$ cat src/rtl/pwm_duty_meter.sv
// PWM capture: measures the period and high time of an incoming PWM waveform in clk cycles.
// Rising-edge-to-rising-edge measurement; a constant input is reported as stuck after TIMEOUT cycles.
module pwm_duty_meter #(
    parameter int unsigned CNT_W   = 16,
    parameter int unsigned TIMEOUT = 65535
) (
    input  logic             clk,
    input  logic             reset,
    input  logic             pwm_in,
    output logic [CNT_W-1:0] period_out,
    output logic [CNT_W-1:0] high_out,
    output logic             meas_valid,
    output logic             stuck_high,
    output logic             stuck_low
);

    localparam logic [CNT_W-1:0] TMO    = CNT_W'(TIMEOUT);
    localparam logic [CNT_W-1:0] TMO_M1 = CNT_W'(TIMEOUT - 1);
    localparam logic [CNT_W-1:0] ONE    = CNT_W'(1);

    logic             r_s1;
    logic             r_s2;
    logic             r_prev;
    logic [CNT_W-1:0] r_cnt;
    logic [CNT_W-1:0] r_hcnt;
    logic             r_armed;
    logic             r_stuck;
    logic [CNT_W-1:0] r_period;
    logic [CNT_W-1:0] r_high;
    logic             r_valid;
    logic             r_stuck_high;
    logic             r_stuck_low;

    logic             w_rise;
    logic             w_timeout;
    logic [CNT_W-1:0] w_cnt_inc;
    logic [CNT_W-1:0] w_hcnt_inc;
    logic [CNT_W-1:0] w_cnt_d;
    logic [CNT_W-1:0] w_hcnt_d;
    logic             w_armed_d;
    logic             w_stuck_d;
    logic [CNT_W-1:0] w_period_d;
    logic [CNT_W-1:0] w_high_d;
    logic             w_valid_d;
    logic             w_stuck_high_d;
    logic             w_stuck_low_d;

    // Two-flop synchroniser plus one delayed copy for edge detection.
    always_ff @(posedge clk or posedge reset) begin
        if (reset) begin
            r_s1   <= 1'b0;
            r_s2   <= 1'b0;
            r_prev <= 1'b0;
        end else begin
            r_s1   <= pwm_in;
            r_s2   <= r_s1;
            r_prev <= r_s2;
        end
    end

    assign w_rise    = r_s2 & ~r_prev;
    assign w_timeout = ~w_rise & ~r_stuck & (r_cnt == TMO_M1);

    // Counters saturate at TIMEOUT so a long stuck input never wraps into a bogus value.
    assign w_cnt_inc  = (r_cnt >= TMO) ? TMO : r_cnt + ONE;
    assign w_hcnt_inc = (r_s2 && (r_hcnt < TMO)) ? r_hcnt + ONE : r_hcnt;

    always_comb begin
        w_cnt_d        = r_cnt;
        w_hcnt_d       = r_hcnt;
        w_armed_d      = r_armed;
        w_stuck_d      = r_stuck;
        w_period_d     = r_period;
        w_high_d       = r_high;
        w_valid_d      = 1'b0;
        w_stuck_high_d = r_stuck_high;
        w_stuck_low_d  = r_stuck_low;

        if (w_rise) begin
            w_cnt_d        = ONE;
            w_hcnt_d       = ONE;
            w_armed_d      = 1'b1;
            w_stuck_d      = 1'b0;
            w_stuck_high_d = 1'b0;
            w_stuck_low_d  = 1'b0;
            // The first rise after reset or a stuck condition only opens the window.
            if (r_armed) begin
                w_period_d = r_cnt;
                w_high_d   = r_hcnt;
                w_valid_d  = 1'b1;
            end
        end else begin
            w_cnt_d  = w_cnt_inc;
            w_hcnt_d = w_hcnt_inc;
            if (w_timeout) begin
                w_stuck_d      = 1'b1;
                w_armed_d      = 1'b0;
                w_period_d     = '0;
                w_high_d       = '0;
                w_valid_d      = 1'b1;
                w_stuck_high_d = r_s2;
                w_stuck_low_d  = ~r_s2;
            end else if (r_stuck) begin
                w_stuck_high_d = r_s2;
                w_stuck_low_d  = ~r_s2;
            end
        end
    end

    always_ff @(posedge clk or posedge reset) begin
        if (reset) begin
            r_cnt        <= '0;
            r_hcnt       <= '0;
            r_armed      <= 1'b0;
            r_stuck      <= 1'b0;
            r_period     <= '0;
            r_high       <= '0;
            r_valid      <= 1'b0;
            r_stuck_high <= 1'b0;
            r_stuck_low  <= 1'b0;
        end else begin
            r_cnt        <= w_cnt_d;
            r_hcnt       <= w_hcnt_d;
            r_armed      <= w_armed_d;
            r_stuck      <= w_stuck_d;
            r_period     <= w_period_d;
            r_high       <= w_high_d;
            r_valid      <= w_valid_d;
            r_stuck_high <= w_stuck_high_d;
            r_stuck_low  <= w_stuck_low_d;
        end
    end

    assign period_out = r_period;
    assign high_out   = r_high;
    assign meas_valid = r_valid;
    assign stuck_high = r_stuck_high;
    assign stuck_low  = r_stuck_low;

endmodule

$ cat config.mk
export PLATFORM = sky130hd
export DESIGN_NAME = pwm_duty_meter
export DESIGN_NICKNAME = d
export VERILOG_FILES = /design/src/rtl/pwm_duty_meter.sv
export SDC_FILE = /design/constraint.sdc
export NUM_CORES = 1
export LEC_CHECK = 0
export BUFFER_PORTS_ARGS = -buffer_cell sky130_fd_sc_hd__buf_2
export CAP_MARGIN = 20
export CORE_MARGIN = 4
export CORE_UTILIZATION = 62
export DETAILED_ROUTE_END_ITERATION = 12
export GPL_TIMING_DRIVEN = 0
export HOLD_SLACK_MARGIN = 0.02
export PLACE_DENSITY = 0.92
export SETUP_SLACK_MARGIN = 0.5
export SYNTH_ARGS = -nofsm -noshare
export SYNTH_HDL_FRONTEND = slang
export SYNTH_SLANG_ARGS = --single-unit
$ cat constraint.sdc
create_clock -name clk -period 5.45 [get_ports clk]
set_clock_uncertainty 0.05 [all_clocks]
set_input_delay 1.635 -clock clk [delete_from_list [all_inputs] [get_ports clk]]
set_output_delay 1.635 -clock clk [all_outputs]
set_load 0.1 [all_outputs]
# [Yosys cells after proc, flatten, opt, wreduce, memory -nomap -nowiden]
# Cells that the tools add are included.
# W data, S select, Z words.
[word_totals] ff_bits=72 wordCells=52
[op_classes] addsub=2 order_cmp=2 eq_ne=2 muxes=22 bitwise_logic=7 n_reduce_logical=5
[ops] operator="$mux W16" count=9
[ops] operator="$add A16 B1 Y16 const B" count=2
[ops] operator="$eq A16 B16 Y1 const B" count=1
[ops] operator="$ge A16 B16 Y1 const B" count=1
[ops] operator="$lt A16 B16 Y1 const B" count=1
[ops] operator="$mux W1" count=13
[ops] operator="$not A1 Y1" count=4
[ops] operator="$reduce_bool A2 Y1" count=2
[ops] operator="$and A1 B1 Y1" count=3
[ops] operator="$reduce_bool A3 Y1" count=1
[ops] operator="$ne A2 B2 Y1 const B" count=1
[ops] operator="$reduce_and A2 Y1" count=1
[ops] operator="$logic_and A1 B1 Y1" count=1

# [Longest topological paths before layout]
# Gate-level depths: netlist (run 1).
[logic_depth] ltp_word=7 mapped_depth=8 ltp_nobuf=7

# [Worst setup path before layout (run 1)]
# Ideal clock, no wire load.
[synth_timing] kind="register -> output" startpoint="reg r_stuck_low, in the netlist stuck_low" endpoint="out stuck_low" t_arrival_ns=0.898 path_slack_ns=2.867 path_stages_with_launch=1 path_buffers=0 path_cell_list="dfrtp_1"
[synth_lines] element="start, declared" line_no="32" source="logic r_stuck_low;"
[synth_lines] element="start signal, assigned" line_no="130" source="r_stuck_low <= w_stuck_low_d;"
[synth_lines] element="end, declared" line_no="14" source="output logic stuck_low"
# No word-level cell between the ends.

# [Worst setup path after layout (run 1)]
[layout_timing] startpoint="reg r_period[15], in the netlist period_out[15]" endpoint="out period_out[15]"
[layout_lines] element="start, declared" line_no="28" source="logic [CNT_W-1:0] r_period;"
[layout_lines] element="start signal, assigned" line_no="126" source="r_period <= w_period_d;"
[layout_lines] element="end, declared" line_no="10" source="output logic [CNT_W-1:0] period_out,"
# No word-level cell between the ends.

==> flow_results.org, run 1 <==
** Synthesis
- Yosys mapped the design onto 45 distinct sky130hd cell types.
- Synthesis inferred 72 register bits.
- Summing the areas of all compound-gate instances in the mapped netlist gives 18.2% of the synthesized area.
- Yosys warns :: 0
- In this run the cell area of the synthesized design comes to 3220 µm².
- Of the synthesized area, sequential elements account for 56.0%.
- Adder-cell share of the synthesized area :: 1.17%
- Portion of synthesized cell area occupied by the leading cell type :: 56.0%
- In the synthesized netlist, mux cells make up 0.311% of the area.
- Synthesized area per cell :: 11.4 µm²
- Post-synthesis instance total :: 283
- Largest family of logic cells by synthesized area :: compound AO/OA/AOI/OAI gates
- Synth top area cells :: sky130_fd_sc_hd__dfrtp_1, sky130_fd_sc_hd__a22o_1, sky130_fd_sc_hd__nand2_1
- Post-synth EDFFs :: 0
- The number of nets handed over by synthesis was 289.
- The biggest area contributor in the post-synthesis netlist is sky130_fd_sc_hd__dfrtp_1.
- Among all flip-flop cells after synthesis, the most frequent one is sky130_fd_sc_hd__dfrtp_1.
- Synth async-reset ratio :: 100%
- Of the total synthesized cell area, the portion taken by AND, OR, NAND and NOR gates is 17.6%.
- Summing the areas of all xor and xnor instances in the mapped netlist gives 2.18% of the synthesized area.

** Worst setup path
- For the worst flop-to-flop path, the logic depth is 6.
- The worst setup path is captured at a primary output.
- Data arrival, critical path :: 1.17 ns
- In this run the number of cells on the critical path is 1.
- For this run, the slowest stage of the critical path takes 0.44 ns.
- In this run the worst path has a maximum fanout of 2.
- Critical R2R Launch :: r_hcnt[0]$_DFFE_PP0P_
- Traced cell by cell, the critical path runs through buf_2.
- Dominant delay contributor by cell family on the critical path :: buffers and inverters
- The worst register-to-register path ends at r_hcnt[9]$_DFFE_PP0P_.
- Path type of the worst setup path :: reg2out
- STA classifies the critical path startpoint as a register.
- Among all stages on the critical path, the largest delay is contributed by sky130_fd_sc_hd__buf_2.
- Setup slack of the worst register-to-register path :: 3.41 ns
- For the worst setup path, the data required time is 3.76 ns.
- Crit path buf inv count :: 1

** Placement
- DPL Wire Length :: 4.53 mm
- Prior to clock tree synthesis, the placed netlist has a worst setup slack of 2.97 ns.
- Global placement routability congestion :: 0.921
- Total of buffers placed on input and output ports :: 37

** STA
- Tightest slew margin relative to the limit :: 43.7%
- The number of failing hold endpoints at the final stage came to 0.
- The number of pins exceeding their max-slew limit in the final report was 0.
- The clock period could shrink to 2.86 ns.
- Maximum clock frequency :: 0.350 GHz
- Setup slack on the critical path of the routed design comes to 2.59 ns.
- RSZ-0062 raised after global routing :: no
- Post-route clock period utilization :: 52.4%
- Final setup TNS :: 0 ns
- At the pin with the least slew margin, the transition time is 0.844 ns.
- Final setup viols :: 0

** Floorplanning
- The core region is 4880 µm².
- For this configuration, the core starts out at a cell density of 65.9%.
- From bottom edge to top edge, the die measures 80.0 µm.
- Row generation in the floorplan step produced 25 rows.
- Top Ports :: 38
- The die covers 6410 µm².
- Die span in x :: 80.0 µm

** Hold path
- The path with the worst hold slack has its endpoint at r_s2$_DFF_PP0_.
- Hold Crit Class :: reg2reg
- Counting instances, the worst hold path has a depth of 0.
- Hold path startpoint :: r_s1$_DFF_PP0_

** Clock tree
- Post-cts gate resize count :: 0
- CTS tree :: done
- Clock transition at path regs :: 0.08 ns
- The cell sitting at the root of the clock tree is a sky130_fd_sc_hd__clkbuf_8.
- Post-CTS timing repair inserted 0 buffers for setup.
- CTS built an H-tree with a depth of 3.
- The clock reaches the later pin of the worst-skew pair after 0.34 ns.
- CTS hold repair buffers :: 0
- Clock sink count :: 72
- Total clock buffers created by CTS :: 9
- The clock passes through at most 2 buffers.

** GRT
- Vias in the first global route :: 2543
- Summed over all layers, the global routing overflow is 0.
- Total routing resource utilization after global routing :: 24.9%
- Antenna violations before repair :: 0
- Entering global routing, the biggest net connects 73 pins.
- Global-route wire length before repair :: 12.2 mm

** Drt
- For this run, design rule violations remaining after detail routing come to 0.
- After the first detailed-routing iteration, the DRC count stood at 353.
- The detailed router placed 2561 vias in this run.
- Drt first pass iters :: 5
- Ratio of routed vias to standard cells :: 6.35
- The final layout contains routed wiring with a total length of 7.07 mm.
- Antenna-violating nets left :: 0
- Drt wl/cell :: 17.6 µm

** Power and ir drop
- Lkg Pwr :: 1.84 nW
- The worst-case IR drop observed on VDD is 390 µV.
- Power spread over the standard cell area amounts to 358 nW/µm².

** Run status
- Status :: complete, no violations

** Finish
- Fill cells in the final layout number 319.
- Final Net Count :: 337
- In the layout the commonest cells are sky130_fd_sc_hd__dfrtp_1, sky130_fd_sc_hd__buf_2, sky130_fd_sc_hd__a22o_1, sky130_fd_sc_hd__nand2_1, sky130_fd_sc_hd__nand3_1.
- Share of final-layout standard cells stronger than drive strength 1 :: 23.2%
- The library cell used most frequently in the layout, excluding fill and tap cells, is sky130_fd_sc_hd__dfrtp_1.
- Antenna cell count :: 0
- Synth-to-Final Area Change :: 15.9%

** Job
- Total of max-cap violations :: 0
## stage by stage
stage | power [mW] | hold slack (ns) | util, % | instance area (µm²) | instances
6_report | 1.34 | 0.310 | 76.4 | 3730 | 403
5_1_grt | 1.38 | 0.333 | 76.4 | 3730 | 403
4_1_cts | 1.34 | 0.303 | 76.4 | 3730 | 403
3_5_place_dp | 0.852 | 0.287 | 71.5 | 3490 | 387
3_3_place_gp | 0.843 | 0.282 | 71.5 | 3490 | 387
2_1_floorplan | 0.803 | 0.281 | - | 3220 | 283
## layer usage
metal	vias to the layer above	track usage (%)	part of all wire, %
met1	1260	33.8	45
met4	0	12.2	2.2
met3	16	5.64	6.7
met2	115	37.9	46
li1	1170	-	-
met5	-	0	0
## kinds of logic (layout without fill, tap and decap cells)
group / Yosys count / count (layout)
AOI/OAI and AO/OA: 76 / 76
xor gates and xnor gates: 8 / 8
adders and majority gates: 3 / 3
buffers and inverters: 20 / 73
DFF: 72 / 72
muxes: 1 / 1
and+or+nand+nor: 103 / 103
## registers in the layout, indices dropped and copies added (netlist names)
register and count:
high_out 16, period_out 16, r_cnt 16, r_hcnt 16
meas_valid 1, r_armed 1, r_prev 1, r_s1 1
r_s2 1, r_stuck 1, stuck_high 1, stuck_low 1
## cell type report
class / count / area [µm²] / area share, %
Multi-Input combinational cell: 191 / 1270 / 34.0
Tap cell: 67 / 83.8 / 2.25
Timing Repair Buffer: 37 / 185 / 4.96
Buffer: 15 / 129 / 3.46
Sequential cell: 72 / 1800 / 48.3
Clock buffer: 12 / 165 / 4.43
Inverter: 5 / 21.3 / 0.570
Clock inverter: 4 / 75.1 / 2.01
## cell usage after synthesis, types with 2 or more instances
master / number
sky130_fd_sc_hd__nand3_1: 17
sky130_fd_sc_hd__inv_1: 5
sky130_fd_sc_hd__a31oi_1: 4
sky130_fd_sc_hd__ha_1: 3
sky130_fd_sc_hd__nand4_1: 9
sky130_fd_sc_hd__nand2b_1: 2
sky130_fd_sc_hd__o21ai_0: 10
sky130_fd_sc_hd__clkbuf_1: 2
sky130_fd_sc_hd__and4_1: 6
sky130_fd_sc_hd__buf_2: 3
sky130_fd_sc_hd__xnor2_1: 2
sky130_fd_sc_hd__and3_1: 8
sky130_fd_sc_hd__nor2_1: 10
sky130_fd_sc_hd__buf_6: 6
sky130_fd_sc_hd__a22o_1: 30
sky130_fd_sc_hd__and4_2: 3
sky130_fd_sc_hd__dfrtp_1: 72
sky130_fd_sc_hd__o211ai_1: 3
sky130_fd_sc_hd__o311ai_0: 4
sky130_fd_sc_hd__and2_1: 5
sky130_fd_sc_hd__xor2_1: 6
sky130_fd_sc_hd__nor3_1: 9
sky130_fd_sc_hd__a21o_1: 2
sky130_fd_sc_hd__a221o_1: 2
sky130_fd_sc_hd__a22o_2: 3
sky130_fd_sc_hd__nand2_1: 28
sky130_fd_sc_hd__a21oi_1: 11
## worst max-delay path by stage
stage	start	endpoint	slack (ns)
after floorplan	reset	high_out[0]$_DFFE_PP0P_	1.94
after global placement	reset	high_out[9]$_DFFE_PP0P_	1.19
after detailed placement	reset	high_out[11]$_DFFE_PP0P_	2.97
after CTS	period_out[15]$_DFFE_PP0P_	period_out[15]	2.59
after global routing	period_out[15]$_DFFE_PP0P_	period_out[15]	2.56
final	period_out[15]$_DFFE_PP0P_	period_out[15]	2.59
## power breakdown
group,switching (mW),internal (mW)
logic,0.179,0.0540
clock network,0.197,0.295
registers,0.0426,0.568
Power figures use the tool's default switching activity.
==> run 2, diff against run 1 <==
--- a/config.mk
+++ b/config.mk
@@ -8,11 +8,11 @@
 export BUFFER_PORTS_ARGS = -buffer_cell sky130_fd_sc_hd__buf_2
 export CAP_MARGIN = 20
 export CORE_MARGIN = 4
-export CORE_UTILIZATION = 62
+export CORE_UTILIZATION = 52
 export DETAILED_ROUTE_END_ITERATION = 12
 export GPL_TIMING_DRIVEN = 0
 export HOLD_SLACK_MARGIN = 0.02
-export PLACE_DENSITY = 0.92
+export PLACE_DENSITY = 0.83
 export SETUP_SLACK_MARGIN = 0.5
 export SYNTH_ARGS = -nofsm -noshare
 export SYNTH_HDL_FRONTEND = slang
==> constraint.sdc (replaced) <==
create_clock -name clk -period 2.52 [get_ports clk]
set_clock_uncertainty 0.05 [all_clocks]
set_input_delay 0.756 -clock clk [delete_from_list [all_inputs] [get_ports clk]]
set_output_delay 0.756 -clock clk [all_outputs]
set_load 0.1 [all_outputs]
==> flow_results.org, run 2 (synthesis results as in run 1) <==
** STA
- Clock period minus final worst setup slack :: 1.96 ns
- Number of hold violations in the final report :: 0 (unchanged)
- Of the available clock period, the critical path in the final layout requires 77.7%.
- The number of setup violations in the final report was 0 (unchanged).
- The transition time of the tightest slew-check pin is 0.919 ns (+0.0751 ns).
- Maximum clock frequency :: 0.511 GHz
- The total negative setup slack was 0 ns (unchanged).
- Number of max-slew violations in the final report :: 0 (unchanged)
- RSZ-0062 raised after global routing :: no
- The relative slew slack came to 38.6% (-5.1 points).
- The worst-case setup margin in the final layout came to 0.563 ns (-2.03 ns).

** Hold path
- Hold worst-path end :: r_s2$_DFF_PP0_
- Hold Crit Class :: reg2reg
- The worst hold path begins at r_s1$_DFF_PP0_.
- The cell depth of the worst hold path was 0 (unchanged).

** Clock tree
- The TritonCTS buffer count came to 9 (unchanged).
- The number of buffers inserted by hold repair at cts came to 0 (unchanged).
- CTS tree :: done
- The number of sinks driven by the clock tree is 72 (unchanged).
- Number of levels in the clock H-tree :: 3 (unchanged)
- Maximum number of buffers from clock root to sink :: 2 (unchanged)
- Insertion delay of the later-clocked pin in the worst-skew pair :: 0.34 ns (about the same)
- The clock input transition at the sequential cells of the worst setup and hold paths came to 0.07 ns (about the same).
- CTS placed an instance of sky130_fd_sc_hd__clkbuf_8 at the clock tree root.

** Worst setup path
- Delay of the slowest cell on the worst path :: 0.44 ns (about the same)
- Worst Reg-to-Reg Cells :: 6 (unchanged)
- Setup slack of the worst register-to-register path :: 0.61 ns (-2.80 ns)
- Data arrival, critical path :: 1.15 ns (-0.02 ns)
- Worst EP required :: 1.71 ns (-2.05 ns)
- Critical R2R Launch :: r_s2$_DFF_PP0_
- Path type of the worst setup path :: reg2out
- The maximum fanout along the worst path was 2 (unchanged).
- Kind of end point of the critical path :: primary output
- STA classifies the critical path startpoint as a register.
- Slowest CP cell :: sky130_fd_sc_hd__buf_2
- Capturing point of the worst reg2reg path :: r_hcnt[7]$_DFFE_PP0P_
- Traced cell by cell, the critical path runs through buf_2.
- Logic depth of the worst setup path including buffers :: 1 (unchanged)
- Crit path buf inv count :: 1 (unchanged)
- Grouping stages by cell kind, the critical path spends the most delay in buffers and inverters.

** Floorplanning
- The initial standard-cell utilization of the core was 54.0% (-12 points).
- Number of rows in the core area :: 28 (+12%)
- Die span in x :: 86.7 µm (+8.3%)
- The floorplan die area was 7510 µm² (+17%).
- The number of top-level pins came to 38 (unchanged).
- The placeable core region came to 5960 µm² (+22%).
- Die Y :: 86.7 µm (+8.3%)

** Power and ir drop
- The clock group share of total power came to 29.8% (-7.0 points).
- The switching share of power came to 33.3% (+2.0 points).
- The internal power of the cells came to 1.74 mW (+90%).
- Combinational group share of total power :: 19.9% (+2.5 points)
- The static power due to leakage was 1.82 nW (-1.1%).
- The switching power is 0.870 mW (+110%).
- The peak supply drop was 578 µV (+48%).
- The sequential group share of total power is 50.3% (+4.6 points).
- The power per cell area came to 702 nW/µm² (+96%).

** Finish
- Synth-to-Final Area Change :: 15.8% (about the same)
- The number of diodes added for antenna fixing was 0 (unchanged).
- Cell area after layout :: 3730 µm² (about the same)
- The library cell used most frequently in the layout, excluding fill and tap cells, is sky130_fd_sc_hd__dfrtp_1.
- The area of combinational cells with multiple inputs was 1280 µm² (+0.99%).
- Total of fill cells in the finished design :: 503 (+58%)
- The net total in the final layout is 343 (+1.8%).
- Commonest non-fill, non-tap cells in the layout :: sky130_fd_sc_hd__dfrtp_1, sky130_fd_sc_hd__buf_2, sky130_fd_sc_hd__a22o_1, sky130_fd_sc_hd__nand2_1, sky130_fd_sc_hd__nand3_1
- The sequential cell area in the final layout was 1800 µm² (about the same).
- The share of layout cells above drive strength 1 is 24.3% (+1.1 points).

** Placement
- Placed cell areas :: 3520 µm² (+0.90%)
- The count of buffers from port buffering is 37 (unchanged).
- Global placement routability congestion :: 0.860 (-6.6%)
- Dpl ws :: 0.616 ns (-2.36 ns)
- DPL Wire Length :: 4.70 mm (+3.7%)

** GRT
- Global-route wire length before repair :: 11.5 mm (-5.4%)
- Antenna violations before repair :: 0 (unchanged)
- The pin count of the biggest net entering global routing came to 44 (-40%).
- The total track usage came to 20.0% (-5.0 points).
- Vias in the first global route :: 2361 (-7.2%)
- The total global routing overflow is 0 (unchanged).

** Drt
- Detailed-route DRC error count :: 0 (unchanged)
- The DRC marker count from the first detailed-route iteration was 196 (-44%).
- The routed wire length was 6.97 mm (-1.5%).
- Ratio of routed vias to standard cells :: 6.03 (-5.1%)
- The length of the first detailed-routing pass in iterations was 4 (-1).
- The via total after detailed routing was 2515 (-1.8%).
- The count of antenna-violating nets left after detailed routing is 0 (unchanged).
- Drt wl/cell :: 16.7 µm (-4.8%)

** Job
- Total of max-cap violations :: 0 (unchanged)

** Run status
- Status :: complete, no violations
run 2: changes by cell type in the layout (fill, tap and decap cells not counted), sizes merged:
| cell | change |
|---|---|
| bufinv | -2 |
| inv | -1 |
| clkbuf | +6 |
| dlymetal6s2s | -1 |
| buf | +5 |
| clkinvlp | -1 |
run 2: area by class of cell:
cell class                      count  share of cell area [%]
Clock buffer                       16                    4.30
Tap cell                           75                    2.52
Sequential cell                    72                    48.4
Buffer                             15                    3.32
Multi-Input combinational cell    191                    34.4
Timing Repair Buffer               43                    6.51
Inverter                            5                   0.604
run 2: power groups by stage:
stage	Sequential [mW]	Combinational (mW)	Clock, mW
finish	1.32	0.520	0.779
global route	1.33	0.551	0.843
CTS	1.31	0.514	0.792
detailed placement	1.33	0.512	0
global placement	1.33	0.496	0
floorplan	1.57	0.164	0
run 2: worst max-delay path by stage:
stage / startpoint / endpoint / slack (ns)
global placement: reset / period_out[2]$_DFFE_PP0P_ / 0.42
detailed placement: r_hcnt[0]$_DFFE_PP0P_ / r_hcnt[9]$_DFFE_PP0P_ / 0.62
finish: period_out[15]$_DFFE_PP0P_ / period_out[15] / 0.56
CTS: period_out[15]$_DFFE_PP0P_ / period_out[15] / 0.55
floorplan: r_hcnt[0]$_DFFE_PP0P_ / r_hcnt[9]$_DFFE_PP0P_ / 0.80
global route: r_hcnt[0]$_DFFE_PP0P_ / r_hcnt[9]$_DFFE_PP0P_ / 0.51
run 2: repair_timing:
item	in CTS	in global routing
hold endpoints to repair	0	0
setup buffers	0	5
setup endpoints to repair	0	23
gates resized for setup	0	9
run 2: layer usage:
metal	wire length, µm	track usage [%]	up-vias
met5	0	0	-
met4	145	10.6	0
met3	429	3.42	12
met2	3200	29.2	104
met1	3190	28.5	1223
li1	-	-	1176
run 2: per-stage QoR:
step | hold slack (ns) | util, % | instances | power [mW]
after floorplan | 0.281 | - | 283 | 1.74
after global placement | 0.282 | 58.8 | 395 | 1.83
after detailed placement | 0.288 | 59.1 | 396 | 1.85
after CTS | 0.304 | 61.8 | 412 | 2.62
after global routing | 0.312 | 62.6 | 417 | 2.72
final | 0.303 | 62.6 | 417 | 2.61
